### src/rtl/shabal_msg_feeder.sv
// shabal_msg_feeder: byte-granular message sequencer in front of SHABAL_TOP.
// Takes a 32-bit little-endian word stream, applies Shabal padding (0x80 then
// zero fill to a 16-word block), loads each word as two 16-bit halves, then
// fetches the digest and emits it as DIGEST_WORDS 32-bit words.
// Optional ack watchdog: define SHABAL_FEED_TIMEOUT_EN.
//
// Handshakes: s_* and m_* are valid/ready streams; a beat transfers on a
// rising clk edge where valid and ready are both high, and a producer holds
// valid and data stable until that edge. init/load/fetch are level requests
// held until ack is sampled high, followed by at least one idle cycle.
module shabal_msg_feeder #(
   parameter int DIGEST_WORDS = 8
`ifdef SHABAL_FEED_TIMEOUT_EN
   ,
   parameter int TIMEOUT_CYC  = 1024
`endif
) (
   input  logic        clk,
   input  logic        rst,
   input  logic        s_valid,
   output logic        s_ready,
   input  logic [31:0] s_data,
   input  logic        s_last,
   input  logic [1:0]  s_bytes,
   output logic        m_valid,
   input  logic        m_ready,
   output logic [31:0] m_data,
   output logic        m_last,
   output logic        init,
   output logic        load,
   output logic        fetch,
   output logic [15:0] idata,
   input  logic        ack,
   input  logic [15:0] odata,
   output logic        err,
   output logic [3:0]  state_o
);

   typedef enum logic [3:0] {
      S_IDLE     = 4'd0,
      S_INIT     = 4'd1,
      S_RTZ      = 4'd2,
      S_GET      = 4'd3,
      S_LOAD_HI  = 4'd4,
      S_LOAD_LO  = 4'd5,
      S_FETCH_HI = 4'd6,
      S_FETCH_LO = 4'd7,
      S_OUT      = 4'd8
   } state_t;

   // DATA: words come from the stream; PAD: next word is 0x00000080;
   // FILL: pad already placed, remaining words of the block are zero.
   typedef enum logic [1:0] {
      PH_DATA = 2'd0,
      PH_PAD  = 2'd1,
      PH_FILL = 2'd2
   } phase_t;

   localparam int DW = (DIGEST_WORDS > 1) ? $clog2(DIGEST_WORDS) : 1;

   state_t         state_q, state_d;
   state_t         ret_q, ret_d;      // where RTZ goes next
   phase_t         phase_q, phase_d;
   logic [3:0]     wcnt_q, wcnt_d;    // word index inside the 16-word block
   logic [DW-1:0]  dcnt_q, dcnt_d;    // digest word index
   logic [31:0]    word_q, word_d;    // word currently being loaded
   logic [31:0]    mdat_q, mdat_d;    // digest word being assembled/presented
   logic           req;

   // Final partial word: keep bytes 0..n-1, put 0x80 at byte n, zero the rest.
   function automatic logic [31:0] pad_last(input logic [31:0] d, input logic [1:0] n);
      case (n)
         2'd1:    pad_last = {16'h0000, 8'h80, d[7:0]};
         2'd2:    pad_last = {8'h00, 8'h80, d[15:0]};
         2'd3:    pad_last = {8'h80, d[23:0]};
         default: pad_last = d;
      endcase
   endfunction

   assign req     = init | load | fetch;
   assign m_data  = mdat_q;
   assign state_o = state_q;

`ifdef SHABAL_FEED_TIMEOUT_EN
   localparam int WDW = $clog2(TIMEOUT_CYC + 1);
   logic [WDW-1:0] wd_q;
   logic           err_q;
   logic           timeout;

   assign timeout = req && !ack && (wd_q == WDW'(TIMEOUT_CYC - 1));
   assign err     = err_q;

   // Watchdog: counts cycles a request waits for ack; sticky err on expiry.
   always_ff @(posedge clk or posedge rst) begin
      if (rst) begin
         wd_q  <= '0;
         err_q <= 1'b0;
      end else begin
         wd_q  <= (req && !ack && !timeout) ? wd_q + WDW'(1) : '0;
         err_q <= err_q | timeout;
      end
   end
`else
   assign err = 1'b0;
`endif

   // Next-state and request/stream outputs, all decoded from the current state.
   always_comb begin
      state_d = state_q;
      ret_d   = ret_q;
      phase_d = phase_q;
      wcnt_d  = wcnt_q;
      dcnt_d  = dcnt_q;
      word_d  = word_q;
      mdat_d  = mdat_q;
      s_ready = 1'b0;
      init    = 1'b0;
      load    = 1'b0;
      fetch   = 1'b0;
      idata   = 16'h0000;
      m_valid = 1'b0;
      m_last  = 1'b0;
      case (state_q)
         S_IDLE: begin
            if (s_valid) begin
               state_d = S_INIT;
               phase_d = PH_DATA;
               wcnt_d  = 4'd0;
               dcnt_d  = '0;
            end
         end
         S_INIT: begin
            init = 1'b1;
            if (ack) begin
               state_d = S_RTZ;
               ret_d   = S_GET;
            end
         end
         S_RTZ: state_d = ret_q;
         S_GET: begin
            case (phase_q)
               PH_DATA: begin
                  s_ready = 1'b1;
                  if (s_valid) begin
                     state_d = S_LOAD_HI;
                     word_d  = s_data;
                     if (s_last) begin
                        if (s_bytes == 2'd0) begin
                           phase_d = PH_PAD;
                        end else begin
                           word_d  = pad_last(s_data, s_bytes);
                           phase_d = PH_FILL;
                        end
                     end
                  end
               end
               PH_PAD: begin
                  word_d  = 32'h0000_0080;
                  phase_d = PH_FILL;
                  state_d = S_LOAD_HI;
               end
               default: begin
                  word_d  = 32'h0000_0000;
                  state_d = S_LOAD_HI;
               end
            endcase
         end
         S_LOAD_HI: begin
            load  = 1'b1;
            idata = word_q[31:16];
            if (ack) begin
               state_d = S_RTZ;
               ret_d   = S_LOAD_LO;
            end
         end
         S_LOAD_LO: begin
            load  = 1'b1;
            idata = word_q[15:0];
            if (ack) begin
               wcnt_d  = wcnt_q + 4'd1;
               state_d = S_RTZ;
               // Message is complete once the pad is in and the block wraps.
               ret_d   = (wcnt_q == 4'd15 && phase_q == PH_FILL) ? S_FETCH_HI : S_GET;
            end
         end
         S_FETCH_HI: begin
            fetch = 1'b1;
            if (ack) begin
               mdat_d[31:16] = odata;
               state_d       = S_RTZ;
               ret_d         = S_FETCH_LO;
            end
         end
         S_FETCH_LO: begin
            fetch = 1'b1;
            if (ack) begin
               mdat_d[15:0] = odata;
               state_d      = S_RTZ;
               ret_d        = S_OUT;
            end
         end
         S_OUT: begin
            m_valid = 1'b1;
            m_last  = (dcnt_q == DW'(DIGEST_WORDS - 1));
            if (m_ready) begin
               if (dcnt_q == DW'(DIGEST_WORDS - 1)) begin
                  state_d = S_IDLE;
               end else begin
                  dcnt_d  = dcnt_q + DW'(1);
                  state_d = S_FETCH_HI;
               end
            end
         end
         default: state_d = S_IDLE;
      endcase
`ifdef SHABAL_FEED_TIMEOUT_EN
      if (timeout) begin
         state_d = S_IDLE;
      end
`endif
   end

   // State, counters and data registers.
   always_ff @(posedge clk or posedge rst) begin
      if (rst) begin
         state_q <= S_IDLE;
         ret_q   <= S_IDLE;
         phase_q <= PH_DATA;
         wcnt_q  <= 4'd0;
         dcnt_q  <= '0;
         word_q  <= 32'h0000_0000;
         mdat_q  <= 32'h0000_0000;
      end else begin
         state_q <= state_d;
         ret_q   <= ret_d;
         phase_q <= phase_d;
         wcnt_q  <= wcnt_d;
         dcnt_q  <= dcnt_d;
         word_q  <= word_d;
         mdat_q  <= mdat_d;
      end
   end

endmodule

### config.mk
export PLATFORM = sky130hd
export DESIGN_NAME = shabal_msg_feeder
export DESIGN_NICKNAME = d
export VERILOG_FILES = /design/src/rtl/shabal_msg_feeder.sv
export SDC_FILE = /design/constraint.sdc
export NUM_CORES = 1
export LEC_CHECK = 0
export BUFFER_PORTS_ARGS = -buffer_cell sky130_fd_sc_hd__buf_2
export CAP_MARGIN = 0
export CORE_ASPECT_RATIO = 0.9
export CORE_MARGIN = 1
export CORE_UTILIZATION = 35
export CTS_CLUSTER_SIZE = 16
export DETAILED_ROUTE_END_ITERATION = 12
export GPL_TIMING_DRIVEN = 0
export SYNTH_ARGS = -nofsm -noshare
export SYNTH_HDL_FRONTEND = slang
export SYNTH_SLANG_ARGS = --single-unit
### constraint.sdc
create_clock -name clk -period 2.9 [get_ports clk]
set_input_delay 0.145 -clock clk [delete_from_list [all_inputs] [get_ports clk]]
set_output_delay 0.145 -clock clk [all_outputs]
set_load 0.02 [all_outputs]
After elaboration in Yosys (flattened, before gate mapping)
Cells that the tools add are included.
{"block": "op_classes", "addsub": 2, "eq_ne": 28, "muxes": 40, "n_reduce_logical": 19}
{"cell": "$mux W32", "n": 3}
{"cell": "$pmux W32 S3", "n": 1}
{"cell": "$pmux W32 S2", "n": 1}
{"cell": "$mux W4", "n": 12}
{"cell": "$pmux W4 S5", "n": 2}
{"cell": "$pmux W16 S2", "n": 1}
{"cell": "$ne A2 B2 Y1 const B", "n": 9}
{"cell": "$eq A4 B3 Y1 const B", "n": 4}
{"cell": "$mux W3", "n": 5}
{"cell": "$ne A3 B3 Y1 const B", "n": 3}
{"cell": "$eq A4 B2 Y1 const B", "n": 2}
{"cell": "$eq A4 B4 Y1 const B", "n": 2}
{"cell": "$mux W2", "n": 4}
{"cell": "$pmux W2 S2", "n": 2}
{"cell": "$pmux W4 S2", "n": 1}
{"cell": "$reduce_and A4 Y1", "n": 2}
{"cell": "$mux W1", "n": 7}
{"cell": "$eq A2 B2 Y1 const B", "n": 3}
{"cell": "$pmux W3 S2", "n": 1}
{"cell": "$reduce_and A2 Y1", "n": 3}
{"cell": "$reduce_and A6 Y1", "n": 1}
{"cell": "$reduce_bool A2 Y1", "n": 3}
{"cell": "$reduce_and A5 Y1", "n": 1}
{"cell": "$reduce_bool A5 Y1", "n": 1}
{"cell": "12 further kinds", "n": 15}
{"block": "word_totals", "regBits": 81, "in_bits": 56, "out_inout_bits": 59, "elab_cells": 97}

Depth between registers and ports, before layout
Gate-level depths: netlist (run 1).
{"block": "logic_depth", "word_depth": 6, "depth_mapped": 6, "depth_no_buf": 6}

Worst setup path after synthesis (run 1)
No wires, ideal clock.
{"block": "synth_timing", "path_kind": "reg2reg", "startpoint": "register state_q[1], in the netlist state_o[1]", "endpoint": "register mdat_q[16], in the netlist m_data[16]", "setup_ps": 125, "arrival_ps": 1787, "required_time_ps": 2775, "setup_slack_ps": 988, "stages_incl_launch_ff": 7, "path_buffers": 3, "period_less_slack_ps": 1912, "path_cell_list": "dfrtp_1 buf_4 nand2_2 or4b_1 buf_4 buf_6 mux2_4"}
{"block": "synth_via", "elab_chain_len": 2}
{"item": "from (decl)", "line_no": "61", "source": "state_t state_q, state_d;"}
{"item": "from (signal assigned)", "line_no": "234", "source": "state_q <= state_d;"}
{"item": "$eq A4 B3 Y1", "line_no": "123", "source": "case (state_q)"}
{"item": "$reduce_and A2 Y1 (no line)"}
{"item": "to (signal assigned)", "line_no": "240", "source": "mdat_q <= mdat_d;"}
{"item": "to (decl)", "line_no": "67", "source": "logic [31:0] mdat_q, mdat_d;"}
No other way between the ends.
A chain may end at the register's enable or synchronous reset.

Final worst setup path (run 1)
{"block": "layout_timing", "startpoint": "register state_q[0], in the netlist state_o[0]", "endpoint": "output port idata[5]"}
{"block": "layout_via", "elab_chain_len": 2, "elab_cells_between_ends": 3, "classes_between": "eq/ne (2); mux (1)"}
{"item": "$eq A4 B3 Y1", "line_no": "123"}
{"item": "$pmux W16 S2 *", "line_no": "123"}
{"item": "to (decl)", "line_no": "32", "source": "output logic [15:0] idata,"}
Mark *: on every way between the ends. The rest lies on a longest branch, timed or not.

==> results of run 1 <==
repair_timing:
| action | in CTS | in global routing |
|---|---|---|
| hold endpoints to repair | 36 | 0 |
| gates resized for setup | 0 | 1 |
| endpoints found under the setup margin | 0 | 9 |
| hold buffers | 1 | 0 |
through the flow:
| stage | util | instances | total power, mW | hold slack [ps] |
|---|---|---|---|---|
| global route | 0.471 | 562 | 5.74 | 19.7 |
| detailed placement | 0.435 | 545 | 4.08 | 214 |
| CTS | 0.470 | 562 | 5.44 | 14.4 |
| finish | 0.471 | 562 | 5.40 | 25.2 |
| global placement | 0.432 | 544 | 4.03 | 363 |
| floorplan | - | 304 | 3.42 | 278 |
power groups by stage:
stage,registers [mW],logic (mW),clock network [mW]
floorplan,2.19,1.23,0
CTS,1.93,2.14,1.37
global placement,1.92,2.10,0
global route,2.00,2.32,1.42
finish,1.93,2.14,1.33
detailed placement,1.94,2.14,0
final timing paths:
check,from,end,slack [ps],depth (start not counted)
worst max-delay path,state_o[0],idata[5],390,6
worst max register to register,state_o[0],m_data[1],750,6
worst min-delay path,s_data[25],word_q[25],30,2
min in group asynchronous,rst,m_data[21],390,3
worst min register to register,word_q[15],word_q[15],470,2
max in group asynchronous,rst,word_q[31],1910,4
layout by cell type (no fill, tap or decap), types with 2 or more instances in the layout:
cell type     n
o21ai_0      14
mux2_4       10
ha_1          3
nor2_1       10
xor2_1        2
nand4_1       2
a21oi_1      11
nor3_1        3
o21bai_1      3
mux2_2       26
clkbuf_1     12
and3_1        3
buf_4         4
bufinv_16     3
inv_1         4
nor3b_1       2
and3b_1       2
nand4b_1      2
nor2b_1       6
clkinvlp_4    2
nand2b_1      3
buf_2       115
o22ai_1       3
a22o_1       50
and2_1        2
a211oi_1      2
clkbuf_16     9
dfrtp_1      81
nand2_1      15
nand3_1       2
flip-flops by register name, summed over array words and instances, names as in the netlist:
signal	flops
m_data	32
word_q	32
ret_q	4
state_o	4
wcnt_q	4
dcnt_q	3
phase_q	2
routing by layer:
| layer | routed length, microns | vias to the layer above |
|---|---|---|
| met5 | 0 | - |
| met3 | 551 | 9 |
| met2 | 4100 | 88 |
| met1 | 4070 | 1425 |
| met4 | 72 | 0 |
| li1 | - | 1384 |
worst max-delay path, stage by stage (launching register included):
cell and delay, ps:
dfrtp_1 550, nor2b_1 170, buf_2 210, nor3b_1 410
buf_2 320, a22o_1 200, buf_2 180
area by class of cell:
| cell class | count | area [sq um] |
|---|---|---|
| Sequential cell | 81 | 2030 |
| Clock inverter | 6 | 114 |
| Inverter | 5 | 21.3 |
| Buffer | 21 | 106 |
| Tap cell | 129 | 161 |
| Fill cell | 935 | 5450 |
| Clock buffer | 10 | 239 |
| Multi-Input combinational cell | 197 | 1580 |
| Timing Repair Buffer | 113 | 593 |
logic make-up (layout without fill, tap and decap cells):
family,count (synthesis),count (layout),share of synthesized area
compound gates,90,90,0.185
simple gates,64,64,0.0991
buf+inv,26,155,0.0336
flops,81,81,0.544
fa+ha+maj,3,3,0.0101
xor+xnor,2,2,0.00470
other cells,1,1,0.00101
mux,37,37,0.123
==> results by group, run 1 <==
Power
  • Sw Pwr: 1.95 mW
  • Clock power share: 0.247
  • Combinational Power Share: 0.395
  • Power per cell area: 1120 nW/um^2
  • Power share of the sequential group: 0.358
  • Lkg Pwr: 2.39 nW
  • P_int: 3.45 mW
  • Sw frac: 0.362
  • IR drop worst, VDD: 0.673 mV

Worst setup path
  • Critical path data required time: 2760 ps
  • CP Max Fanout: 10
  • CP startpoint kind: flop
  • Critical path arrival: 2370 ps
  • CP endpoint kind: output port
  • Critical path class: flop to output port

Global route
  • Vias in the first global route: 2,922
  • Met2 Use GR: 0.267
  • All-Layer GR Usage: 0.164
  • First-pass GRT wire length: 14.5 mm
  • Met3 usage: 0.0459
  • Gr busiest metal: met2
  • Met1 Usage GRT: 0.217
  • Grt ovf: 0
  • Pin count of the biggest net entering global routing: 46
  • Initial antenna violation count: 0

Placed design
  • Port bufs: 111
  • GPL Wtd Cong: 0.788
  • Post-DP HPWL: 6.28 mm
  • Pre-CTS setup slack: 483 ps
  • Post-DP Area: 4470 sq um

Logic synthesis
  • Yosys top cell area share: 0.544
  • Post-Synthesis Cells: 304
  • Synth Register Bits: 81
  • EDFF count, synth: 0
  • Ranking of synthesized cells by area: dfrtp_1 (54%), a22o_1 (12%), mux2_2 (7.9%)
  • FFs w/ async S/R, synth: 1.00
  • Avg Cell Area, Syn: 12.3 sq um
  • Seq/Total Area, Yosys: 0.544
  • Yosys warning count: 0
  • Post-Syn Area: 3730 sq um
  • Post-synth top cells: dfrtp_1 (81), a22o_1 (50), mux2_2 (26), nand2_1 (15), o21ai_0 (14)
  • Biggest area consumer among synthesized cells: dfrtp_1
  • Unique masters post-synth: 49
  • Main flop type after synthesis: dfrtp_1
  • Synthesized Nets: 363
  • Count leader, synth: dfrtp_1

Die
  • Die Ht: 99.9 microns
  • Num ports: 115
  • FP Rows: 35
  • Die width: 111 microns
  • Core Area: 10,300 sq um
  • Starting density of the core: 0.362
  • Die Footprint: 11,100 sq um

Detailed routing
  • Antenna-violating nets left: 0
  • Vias: 2,906
  • Routed len/inst: 15.6 microns
  • Pre-antenna DRT Iters: 4
  • DRC Markers: 0
  • Initial DRC Count: 140
  • Vias per cell: 5.17
  • Final WL: 8.79 mm

Timing
  • Final WS setup: 389 ps
  • Minimum clock period: 2510 ps
  • Worst Skew: 6.93 ps
  • Final Hold Fails: 0
  • Finish-stage setup viols: 0
  • Setup TNS: 0 ps
  • Final max-slew violation count: 0
  • Unrepaired setup endpoints after global routing: no
  • F_max: 398 MHz
  • Final Cycle Share: 0.866
  • Worst slew pin tran: 659 ps
  • Slew headroom: 0.560

CTS
  • H-tree Lvls: 3
  • Longest Clk Path Bufs: 2
  • CTS Buf Count: 9
  • TritonCTS clock tree: built
  • Worst-Skew Late Latency: 330 ps
  • Root Driver: clkbuf_16
  • Setup Buffers After CTS: 0
  • Clock transition at path regs: 60 ps
  • Clk sinks: 81

Worst hold path
  • Worst min path class: input pin to flop

Final layout
  • Layout cells sized above 1: 0.418
  • Syn-to-layout area delta: 30.0%
  • Layout net count: 487
  • Finished Cell Area: 4840 sq um
  • Number of diodes: 0

Outcome
  • Outcome: finished clean

Run
  • Max_cap viols: 0
Power figures use the tool's default switching activity.
==> inputs of run 2 (changes only) <==
--- a/config.mk
+++ b/config.mk
@@ -5,6 +5,7 @@
 export SDC_FILE = /design/constraint.sdc
 export NUM_CORES = 1
 export LEC_CHECK = 0
+export ABC_CLOCK_PERIOD_IN_PS = 2700
 export BUFFER_PORTS_ARGS = -buffer_cell sky130_fd_sc_hd__buf_2
 export CAP_MARGIN = 0
 export CORE_ASPECT_RATIO = 0.9
==> constraint.sdc (replaced) <==
create_clock -name clk -period 2.7 [get_ports clk]
set_input_delay 0.135 -clock clk [delete_from_list [all_inputs] [get_ports clk]]
set_output_delay 0.135 -clock clk [all_outputs]
set_load 0.02 [all_outputs]
==> run 2 against run 1 <==
  * Global-route usage barely moved
  * Design area is 0.10% higher
  * Utilization about the same
  * Clock skew about the same
  * Clock-buffer cell count unchanged
  * Critical path type unchanged
  * Total power increased by 7.5%
  * Register-to-register slack got worse by 180 ps
  * Sequential share of layout area about the same
  * Largest power group unchanged
  * Via count did not move
  * Wire length about the same
  * Sequential power is 8% higher
  * Combinational power up 7%
==> results by group, run 2 (synthesis gave the netlist of run 1 again) <==
Power
  • Final total power: 5.81 mW (was 5.40 mW)
  • IR drop worst, VDD: 0.723 mV (was 0.673 mV)
  • Lkg Pwr: 2.39 nW (about the same)
  • Power per cell area: 1200 nW/um^2 (was 1120 nW/um^2)

Worst setup path
  • Crit-path leading delay family: buffers and inverters (unchanged)
  • CP peak stage delay: 500 ps (was 550 ps)
  • Critical path arrival: 2370 ps (about the same)
  • Crit path cell chain: inv_1 -> nor4_4 -> clkbuf_1 -> a22o_1 -> buf_2 (was nor2b_1 -> buf_2 -> nor3b_1 -> buf_2 -> a22o_1 -> buf_2)
  • Critical path class: flop to output port (unchanged)
  • CP startpoint kind: flop (unchanged)
  • CP endpoint kind: output port (unchanged)
  • Buf/Inv on CP: 3 (unchanged)
  • Worst r2r path cells: 6 (unchanged)
  • Slowest library cell on the worst path: dfrtp_1 (unchanged)
  • Crit. path cell count: 5 (was 6)
  • CP Max Fanout: 10 (unchanged)
  • Critical path data required time: 2570 ps (was 2760 ps)

Final layout
  • Most common cell after layout, fill and taps aside: buf_2 (unchanged)
  • Layout cells sized above 1: 0.420 (was 0.418)
  • Syn-to-layout area delta: 30.2% (was 30.0%)
  • Layout net count: 487 (unchanged)
  • Number of diodes: 0 (unchanged)
  • Post-Route Utilization: 0.471 (about the same)
  • Non-Filler Instances: 562 (unchanged)
  • Most frequent cells in the layout: buf_2 (115), dfrtp_1 (81), a22o_1 (50), mux2_2 (26), nand2_1 (15) (unchanged)

Timing
  • Worst slew pin tran: 671 ps (was 659 ps)
  • Unrepaired setup endpoints after global routing: no (unchanged)
  • Minimum clock period: 2500 ps
  • Slew headroom: 0.553 (was 0.560)
  • Finish-stage setup viols: 0 (unchanged)
  • Setup TNS: 0 ps (unchanged)
  • F_max: 399 MHz
  • Final Cycle Share: 0.927
  • Final max-slew violation count: 0 (unchanged)
  • Final Hold Fails: 0 (unchanged)
  • Final WS setup: 196 ps (was 389 ps)
  • Worst Skew: 7.35 ps (was 6.93 ps)

Die
  • FP Rows: 35 (unchanged)
  • Die Ht: 99.9 microns (unchanged)
  • Num ports: 115 (unchanged)
  • Die width: 111 microns (unchanged)
  • Starting density of the core: 0.362 (unchanged)
  • Die Footprint: 11,100 sq um (unchanged)
  • Core Area: 10,300 sq um (unchanged)

CTS
  • CTS Buf Count: 9 (unchanged)
  • Root Driver: clkbuf_16 (unchanged)
  • Worst-Skew Late Latency: 330 ps (about the same)
  • H-tree Lvls: 3 (unchanged)
  • Clock transition at path regs: 60 ps (about the same)
  • Longest Clk Path Bufs: 2 (unchanged)
  • Clk sinks: 81 (unchanged)
  • TritonCTS clock tree: built (unchanged)

Placed design
  • Port bufs: 111 (unchanged)
  • Placed cells: 545 (unchanged)
  • Pre-CTS setup slack: 293 ps (was 483 ps)
  • Post-DP HPWL: 6.28 mm (unchanged)
  • GPL Wtd Cong: 0.788 (unchanged)

Global route
  • All-Layer GR Usage: 0.164 (about the same)
  • Grt ovf: 0 (unchanged)
  • Pin count of the biggest net entering global routing: 46 (unchanged)
  • First-pass GRT wire length: 14.5 mm (about the same)
  • Initial antenna violation count: 0 (unchanged)
  • Vias in the first global route: 2,923 (was 2,922)

Detailed routing
  • Pre-antenna DRT Iters: 4 (unchanged)
  • Final WL: 8.80 mm (was 8.79 mm)
  • Vias: 2,906 (unchanged)
  • Initial DRC Count: 111 (was 140)
  • Routed len/inst: 15.7 microns (was 15.6 microns)
  • DRC Markers: 0 (unchanged)
  • Antenna-violating nets left: 0 (unchanged)
  • Vias per cell: 5.17 (unchanged)

Worst hold path
  • Hold depth: 2 (unchanged)
  • Worst min path class: input pin to flop (unchanged)

Outcome
  • Outcome: finished clean (unchanged)

Run
  • Max_cap viols: 0 (unchanged)
-- run 2: layout make-up --
| type | count | area, sq um |
|---|---|---|
| clock buffers | 10 | 239 |
| inverters | 5 | 21.3 |
| well taps | 129 | 161 |
| plain buffers | 21 | 106 |
| repair buffers | 113 | 593 |
| multi-input cells | 197 | 1590 |
| flip-flops and latches | 81 | 2030 |
| clock inverters | 6 | 114 |
| fillers | 933 | 5440 |
-- run 2: what timing repair did --
item,in CTS,in global routing
resized for setup,1,1
hold buffers,1,0
buffers inserted,0,0
hold endpoints to repair,36,0
endpoints found under the setup margin,10,16
-- run 2: power by group --
part | internal, mW | leakage [nW] | switching [mW] | total (mW)
clock | 0.932 | 0.165 | 0.498 | 1.43
sequential | 1.75 | 1.03 | 0.330 | 2.08
combinational | 1.03 | 1.20 | 1.27 | 2.30
total | 3.70 | 2.39 | 2.10 | 5.81
-- run 2: worst paths after layout --
check	start	to	slack, ps
max in group asynchronous	rst	word_q[31]	1720
hold reg to reg	word_q[15]	word_q[15]	470
hold / removal	s_data[25]	word_q[25]	20
setup reg to reg	state_o[0]	m_data[1]	570
setup / recovery	state_o[2]	idata[13]	200
min in group asynchronous	rst	m_data[21]	390
-- run 2: metrics by stage --
stage                     hold slack [ps]  cell area, sq um
after detailed placement              204              4470
after floorplan                       268              3730
after global placement                353              4440
after CTS                            4.41              4840
after global routing                 9.72              4850
final                                17.0              4850
-- run 2: per-layer routing --
metal	global-route usage	wire length, microns
met1	0.218	4100
met2	0.267	4110
met3	0.0459	515
met4	0.0410	72
met5	0	0
